`config.mk`:
```
export PLATFORM = sky130hd
export DESIGN_NAME = ins_fetch
export DESIGN_NICKNAME = d
export VERILOG_FILES = /design/src/rtl/cpu_pkg.sv /design/src/rtl/ins_len_lut.sv /design/src/rtl/ins_fetch.sv
export SDC_FILE = /design/constraint.sdc
export NUM_CORES = 1
export LEC_CHECK = 0
export BUFFER_PORTS_ARGS = -buffer_cell sky130_fd_sc_hd__buf_2
export CORE_AREA = 8 8 101 103
export DETAILED_ROUTE_END_ITERATION = 7
export DIE_AREA = 0 0 109 111
export PLACE_DENSITY = 0.71
export SLEW_MARGIN = 10
export SYNTH_ARGS = -nofsm -noshare
export SYNTH_HDL_FRONTEND = slang
export SYNTH_SLANG_ARGS = --single-unit
```
`constraint.sdc`:
```
create_clock -name clk -period 3.5 [get_ports clk]
set_input_delay 0.525 -clock clk [delete_from_list [all_inputs] [get_ports clk]]
set_output_delay 0.525 -clock clk [all_outputs]
set_load 0.005 [all_outputs]
```
`src/rtl/cpu_pkg.sv`:
```
// Shared 8051 core definitions: fetch FSM encodings, instruction length codes
// and opcodes referenced by the fetch stage and its bench.
package cpu_pkg;

    localparam int unsigned LEN_W = 2;

    typedef enum logic [2:0] {
        ST_IDLE   = 3'd0,
        ST_REQ_OP = 3'd1,
        ST_REQ_B1 = 3'd2,
        ST_REQ_B2 = 3'd3,
        ST_HOLD   = 3'd4
    } fetch_state_t;

    localparam logic [LEN_W-1:0] LEN1 = 2'd1;
    localparam logic [LEN_W-1:0] LEN2 = 2'd2;
    localparam logic [LEN_W-1:0] LEN3 = 2'd3;

    localparam logic [7:0] OP_NOP         = 8'h00;
    localparam logic [7:0] OP_LJMP        = 8'h02;
    localparam logic [7:0] OP_MOV_A_IMM   = 8'h74;
    localparam logic [7:0] OP_MOV_DIR_IMM = 8'h75;
    localparam logic [7:0] OP_SJMP        = 8'h80;
    localparam logic [7:0] OP_MOV_DPTR    = 8'h90;
    localparam logic [7:0] OP_MOV_RN_A    = 8'b1111_1xxx;

endpackage

```
`src/rtl/ins_len_lut.sv`:
```
// MCS-51 opcode-to-length table covering all 256 opcodes (combinational).
module ins_len_lut
    import cpu_pkg::*;
(
    input  logic [7:0]       opcode,
    output logic [LEN_W-1:0] len_c
);

    logic [3:0] hi;
    logic [3:0] lo;

    assign hi = opcode[7:4];
    assign lo = opcode[3:0];

    // Column-wise decode: x1 is always AJMP/ACALL, x6..xF are @Ri/Rn forms.
    always_comb begin
        len_c = LEN1;
        if (lo == 4'h1) begin
            len_c = LEN2;
        end else if (lo >= 4'h6) begin
            case (hi)
                4'h7, 4'h8, 4'hA: len_c = LEN2;
                4'hB:             len_c = LEN3;
                4'hD:             len_c = lo[3] ? LEN2 : LEN1;
                default:          len_c = LEN1;
            endcase
        end else begin
            case (lo)
                4'h0: begin
                    case (hi)
                        4'h0, 4'hE, 4'hF:       len_c = LEN1;
                        4'h1, 4'h2, 4'h3, 4'h9: len_c = LEN3;
                        default:                len_c = LEN2;
                    endcase
                end
                4'h2: begin
                    case (hi)
                        4'h0, 4'h1:             len_c = LEN3;
                        4'h2, 4'h3, 4'hE, 4'hF: len_c = LEN1;
                        default:                len_c = LEN2;
                    endcase
                end
                4'h3: begin
                    case (hi)
                        4'h4, 4'h5, 4'h6: len_c = LEN3;
                        default:          len_c = LEN1;
                    endcase
                end
                4'h4: begin
                    case (hi)
                        4'h2, 4'h3, 4'h4, 4'h5, 4'h6, 4'h7, 4'h9: len_c = LEN2;
                        4'hB:                                     len_c = LEN3;
                        default:                                  len_c = LEN1;
                    endcase
                end
                4'h5: begin
                    case (hi)
                        4'h7, 4'h8, 4'hB, 4'hD: len_c = LEN3;
                        4'hA:                   len_c = LEN1;
                        default:                len_c = LEN2;
                    endcase
                end
                default: len_c = LEN1;
            endcase
        end
    end

endmodule

```
`src/rtl/ins_fetch.sv`:
```
// 8051 instruction fetch: owns the PC, reads 1-3 bytes from program ROM and
// hands complete instructions to the decoder; supports PC redirects.
module ins_fetch
    import cpu_pkg::*;
#(
    parameter int unsigned     PC_W     = 16,
    parameter logic [PC_W-1:0] RESET_PC = PC_W'(16'h0000)
) (
    input  logic              clk,
    input  logic              rst,
    output logic [PC_W-1:0]   rom_addr,
    output logic              rom_rd,
    input  logic [7:0]        rom_data,
    input  logic              rom_ack,
    output logic [7:0]        instruction,
    output logic [7:0]        operand1,
    output logic [7:0]        operand2,
    output logic [LEN_W-1:0]  ins_len,
    output logic              ins_valid,
    input  logic              ins_ready,
    output logic [PC_W-1:0]   pc_next,
    input  logic              pc_load,
    input  logic [PC_W-1:0]   pc_load_val
);

    fetch_state_t state, state_d;

    logic [PC_W-1:0]  pc, pc_d;
    logic [PC_W-1:0]  redirect_pc, redirect_pc_d;
    logic             flush_pend, flush_pend_d;
    logic [7:0]       instruction_d, operand1_d, operand2_d;
    logic [LEN_W-1:0] ins_len_d;
    logic [PC_W-1:0]  pc_next_d;
    logic [LEN_W-1:0] lut_len_c;
    logic             in_req;

    ins_len_lut u_len_lut (
        .opcode (rom_data),
        .len_c  (lut_len_c)
    );

    assign in_req = (state == ST_REQ_OP) || (state == ST_REQ_B1) || (state == ST_REQ_B2);

    always_ff @(posedge clk or posedge rst) begin
        if (rst) begin
            state       <= ST_IDLE;
            pc          <= RESET_PC;
            redirect_pc <= RESET_PC;
            flush_pend  <= 1'b0;
            rom_addr    <= RESET_PC;
            rom_rd      <= 1'b0;
            instruction <= 8'h00;
            operand1    <= 8'h00;
            operand2    <= 8'h00;
            ins_len     <= LEN1;
            ins_valid   <= 1'b0;
            pc_next     <= RESET_PC;
        end else begin
            state       <= state_d;
            pc          <= pc_d;
            redirect_pc <= redirect_pc_d;
            flush_pend  <= flush_pend_d;
            rom_addr    <= pc_d;
            rom_rd      <= (state_d == ST_REQ_OP) || (state_d == ST_REQ_B1) ||
                           (state_d == ST_REQ_B2);
            instruction <= instruction_d;
            operand1    <= operand1_d;
            operand2    <= operand2_d;
            ins_len     <= ins_len_d;
            ins_valid   <= (state_d == ST_HOLD);
            pc_next     <= pc_next_d;
        end
    end

    // Next-state logic; pc_load outranks both rom_ack and ins_ready.
    always_comb begin
        state_d       = state;
        pc_d          = pc;
        redirect_pc_d = redirect_pc;
        flush_pend_d  = flush_pend;
        instruction_d = instruction;
        operand1_d    = operand1;
        operand2_d    = operand2;
        ins_len_d     = ins_len;

        if (in_req) begin
            if (pc_load && rom_ack) begin
                pc_d         = pc_load_val;
                flush_pend_d = 1'b0;
                state_d      = ST_REQ_OP;
            end else if (pc_load) begin
                // The outstanding read must still complete; remember where to go after it.
                redirect_pc_d = pc_load_val;
                flush_pend_d  = 1'b1;
            end else if (rom_ack && flush_pend) begin
                pc_d         = redirect_pc;
                flush_pend_d = 1'b0;
                state_d      = ST_REQ_OP;
            end else if (rom_ack) begin
                pc_d = pc + PC_W'(1);
                case (state)
                    ST_REQ_OP: begin
                        instruction_d = rom_data;
                        operand1_d    = 8'h00;
                        operand2_d    = 8'h00;
                        ins_len_d     = lut_len_c;
                        state_d       = (lut_len_c == LEN1) ? ST_HOLD : ST_REQ_B1;
                    end
                    ST_REQ_B1: begin
                        operand1_d = rom_data;
                        state_d    = (ins_len == LEN2) ? ST_HOLD : ST_REQ_B2;
                    end
                    default: begin
                        operand2_d = rom_data;
                        state_d    = ST_HOLD;
                    end
                endcase
            end
        end else if (pc_load) begin
            pc_d    = pc_load_val;
            state_d = ST_REQ_OP;
        end else if (state == ST_IDLE) begin
            state_d = ST_REQ_OP;
        end else if (ins_valid && ins_ready) begin
            state_d = ST_REQ_OP;
        end

        pc_next_d = (state_d == ST_HOLD) ? pc_d : pc_next;
    end

endmodule

```
==> results.toml <==
[clocking]
clock_sinks = 80
cts-resized-gates = 0
cts_root_buf = "clkbuf_8"
cts_tree = "done"
cts_made_buffers = 9
clk_latency_ps = 360
ctsLongestPathBuffers = 2
htreeDepth = 3
cts_hold_buf = 0
path_clk_slew_ps = 80
post_cts_buffers = 0

[yosys]
async_flop_share_pct = 100
syn_inst = 393
synth_area_sq_um = 4210
yosysMostFrequentCell = "dfrtp_1"
yosys.area.top_type = "dfrtp_1"
synth_nets = 423
synth_top_area_share_pct = 46.9
ys_top_cells_by_count = "dfrtp_1 (79), nand2_1 (31), mux2_2 (30), a21oi_1 (24), nor2_1 (23)"
syn_avg_cell_area_sq_um = 10.7
seq_area_frac_synth_pct = 47.5
yosysWarnings = 0
synth.distinct_cells = 64
synthTopCellsByArea = "dfrtp_1 (47%), mux2_2 (8.0%), mux2_4 (3.2%), a22o_1 (2.9%), a21oi_1 (2.9%)"
ys.flop_type = "dfrtp_1"
ys_seq_elements = 80
synth_edf_count = 0

[final_layout]
nNetsFinal = 500
syn_to_final_growth_pct = 16.3
filler_cell_count = 735
antennaDiodeCount = 0
utilization_pct = 57.3
drive_gt1_share_pct = 35.4

[worst_hold_path]
hold_path.class = "input pin to asynchronous set/reset pin"

[status]
status = "finished clean"

[global_route]
antenna_found_initial = 0
overflow = 0
grt_max_degree = 33
grt.total_usage_pct = 18.0
grt_pass1_vias = 3302
grt_pass1_wl_um = 17400

[sta]
slew_headroom_pct = 62.4
rsz0062_at_grt = "no"
finClkSkew_ps = 9.45
max_freq_mhz = 373
worst_pin_slew_ps = 561
tns_ps = 0
setup_viol = 0
period_minus_slack_ps = 2680
hold_viol = 0
slew_viol_final = 0
fin_crit_sh_pct = 76.5

[setup_path]
crit_fanout = 17
cp.required_ps = 3740
worstPathArrival_ps = 2920
startpoint_type = "input pin"
cp-end-kind = "register"
critical_path_class = "input pin to register"

[place]
gp_congestion = 0.836
portBuffers = 88
dp_hpwl_um = 7500

[floorplanning]
initial_core_util_pct = 49.3
boundaryPins = 89
die_w_um = 109
rows = 34
die-area_sq_um = 12100
die_h_um = 111
core_sq_um = 8550

[drt]
avgViaCountPerCell = 5.83
dr.pass1.iters = 4
detail-route-antenna-nets = 0
drc = 0
wl_um = 10700
post_drt_wl_per_cell_um = 18.4
num_vias = 3392
drt_iter0_markers = 219

[power]
intPower_w = 0.00261
pwr_density_cell_nw_per_um2 = 827
p_clk_share_pct = 19.9
p_comb_share_pct = 39.3
switching_share_pct = 35.7
p_switching_w = 0.00145
ir_worst_vdd_uv = 320
leakagePower_nw = 2.27
finalPower_w = 0.00405
seqPwrFrac_pct = 40.8

[flow_run]
max_cap_viol_count = 0
critical path, cell delays in order:
cell       delay, ps
buf_2            180
or4b_1           550
a21oi_1          160
nor2_1            70
o211ai_2         200
nand3_2          130
a2111oi_4        360
buf_4            360
mux2_2           370
cell families (layout without fill, tap and decap cells):
logic type | Yosys count | in the layout | synth area share, %
buf+inv | 35 | 116 | 4.78
fa+ha+maj | 1 | 1 | 0.297
mux | 45 | 45 | 12.6
xor+xnor | 11 | 11 | 2.29
flops | 80 | 80 | 47.5
simple gates | 116 | 116 | 14.6
compound gates | 105 | 105 | 17.8
metrics by stage:
stage | worst slack (ps) | hold slack (ps) | cells | cell area, sq um
6_report | 822 | 145 | 582 | 4900
3_5_place_dp | 452 | 489 | 567 | 4670
3_3_place_gp | 544 | 481 | 567 | 4670
2_1_floorplan | 721 | 471 | 393 | 4210
5_1_grt | 646 | 180 | 582 | 4900
4_1_cts | 830 | 152 | 582 | 4900
metal layers:
metal / GRT usage [%] / share of wire (%)
met5: 0 / 0
met1: 24.8 / 44
met4: 5.75 / 1.5
met3: 4.36 / 7.4
met2: 27.0 / 47
layout make-up:
cell class,count,area [sq um],share of cell area (%)
multi-input combinational,278,2010,41.0
tap,108,135,2.76
sequential,80,2000,40.9
inverter,5,20.0,0.408
clock buffer,9,124,2.53
clock inverter,6,109,2.22
timing repair buffer,96,500,10.2
final timing paths:
kind | endpoint | cells past startpoint | slack, ps | startpoint
max | pc_next[15] | 9 | 820 | rom_data[3]
min in group clk | redirect_pc[7] | 2 | 400 | pc_load_val[7]
min | pc[2] | 2 | 150 | rst
min reg2reg | redirect_pc[12] | 1 | 500 | redirect_pc[12]
max in group asynchronous | ins_len[0] | 3 | 2550 | rst
max reg2reg | pc_next[15] | 7 | 840 | state[2]
power groups by stage:
stage	Combinational, W	Sequential [W]	Clock, W
CTS	0.00161	0.00165	0.000821
global placement	0.00157	0.00165	0
global route	0.00176	0.00172	0.000862
detailed placement	0.00160	0.00166	0
finish	0.00159	0.00165	0.000805
floorplan	0.00107	0.00160	0
layout by cell type, fill, tap and decap left out, drive strengths merged, types with 4 or more instances in the layout:
| cell | netlist | layout |
|---|---|---|
| nand3 | 6 | 6 |
| a21oi | 24 | 24 |
| nand4 | 7 | 7 |
| a2111oi | 4 | 4 |
| xnor2 | 5 | 5 |
| a21o | 4 | 4 |
| buf | 11 | 96 |
| inv | 5 | 4 |
| mux2 | 39 | 39 |
| o211ai | 7 | 7 |
| o21ai | 19 | 19 |
| dfrtp | 79 | 79 |
| clkbuf | 17 | 9 |
| nand2b | 5 | 5 |
| or3 | 8 | 8 |
| a211oi | 5 | 5 |
| xor2 | 6 | 6 |
| clkinv | 0 | 4 |
| a22o | 16 | 16 |
| mux2i | 6 | 6 |
| nand2 | 31 | 31 |
| nor2 | 24 | 24 |
| o221ai | 8 | 8 |
| and3 | 13 | 13 |
flip-flops by register name, summed over array words and instances, names as in the netlist:
signal and flops:
pc 16, redirect_pc 16, instruction 8, operand1 8
ins_len 2, pc_next 16, rom_rd 1, ins_valid 1
operand2 8, flush_pend 1, state 3
No activity file was read; power rests on OpenSTA's default activity.
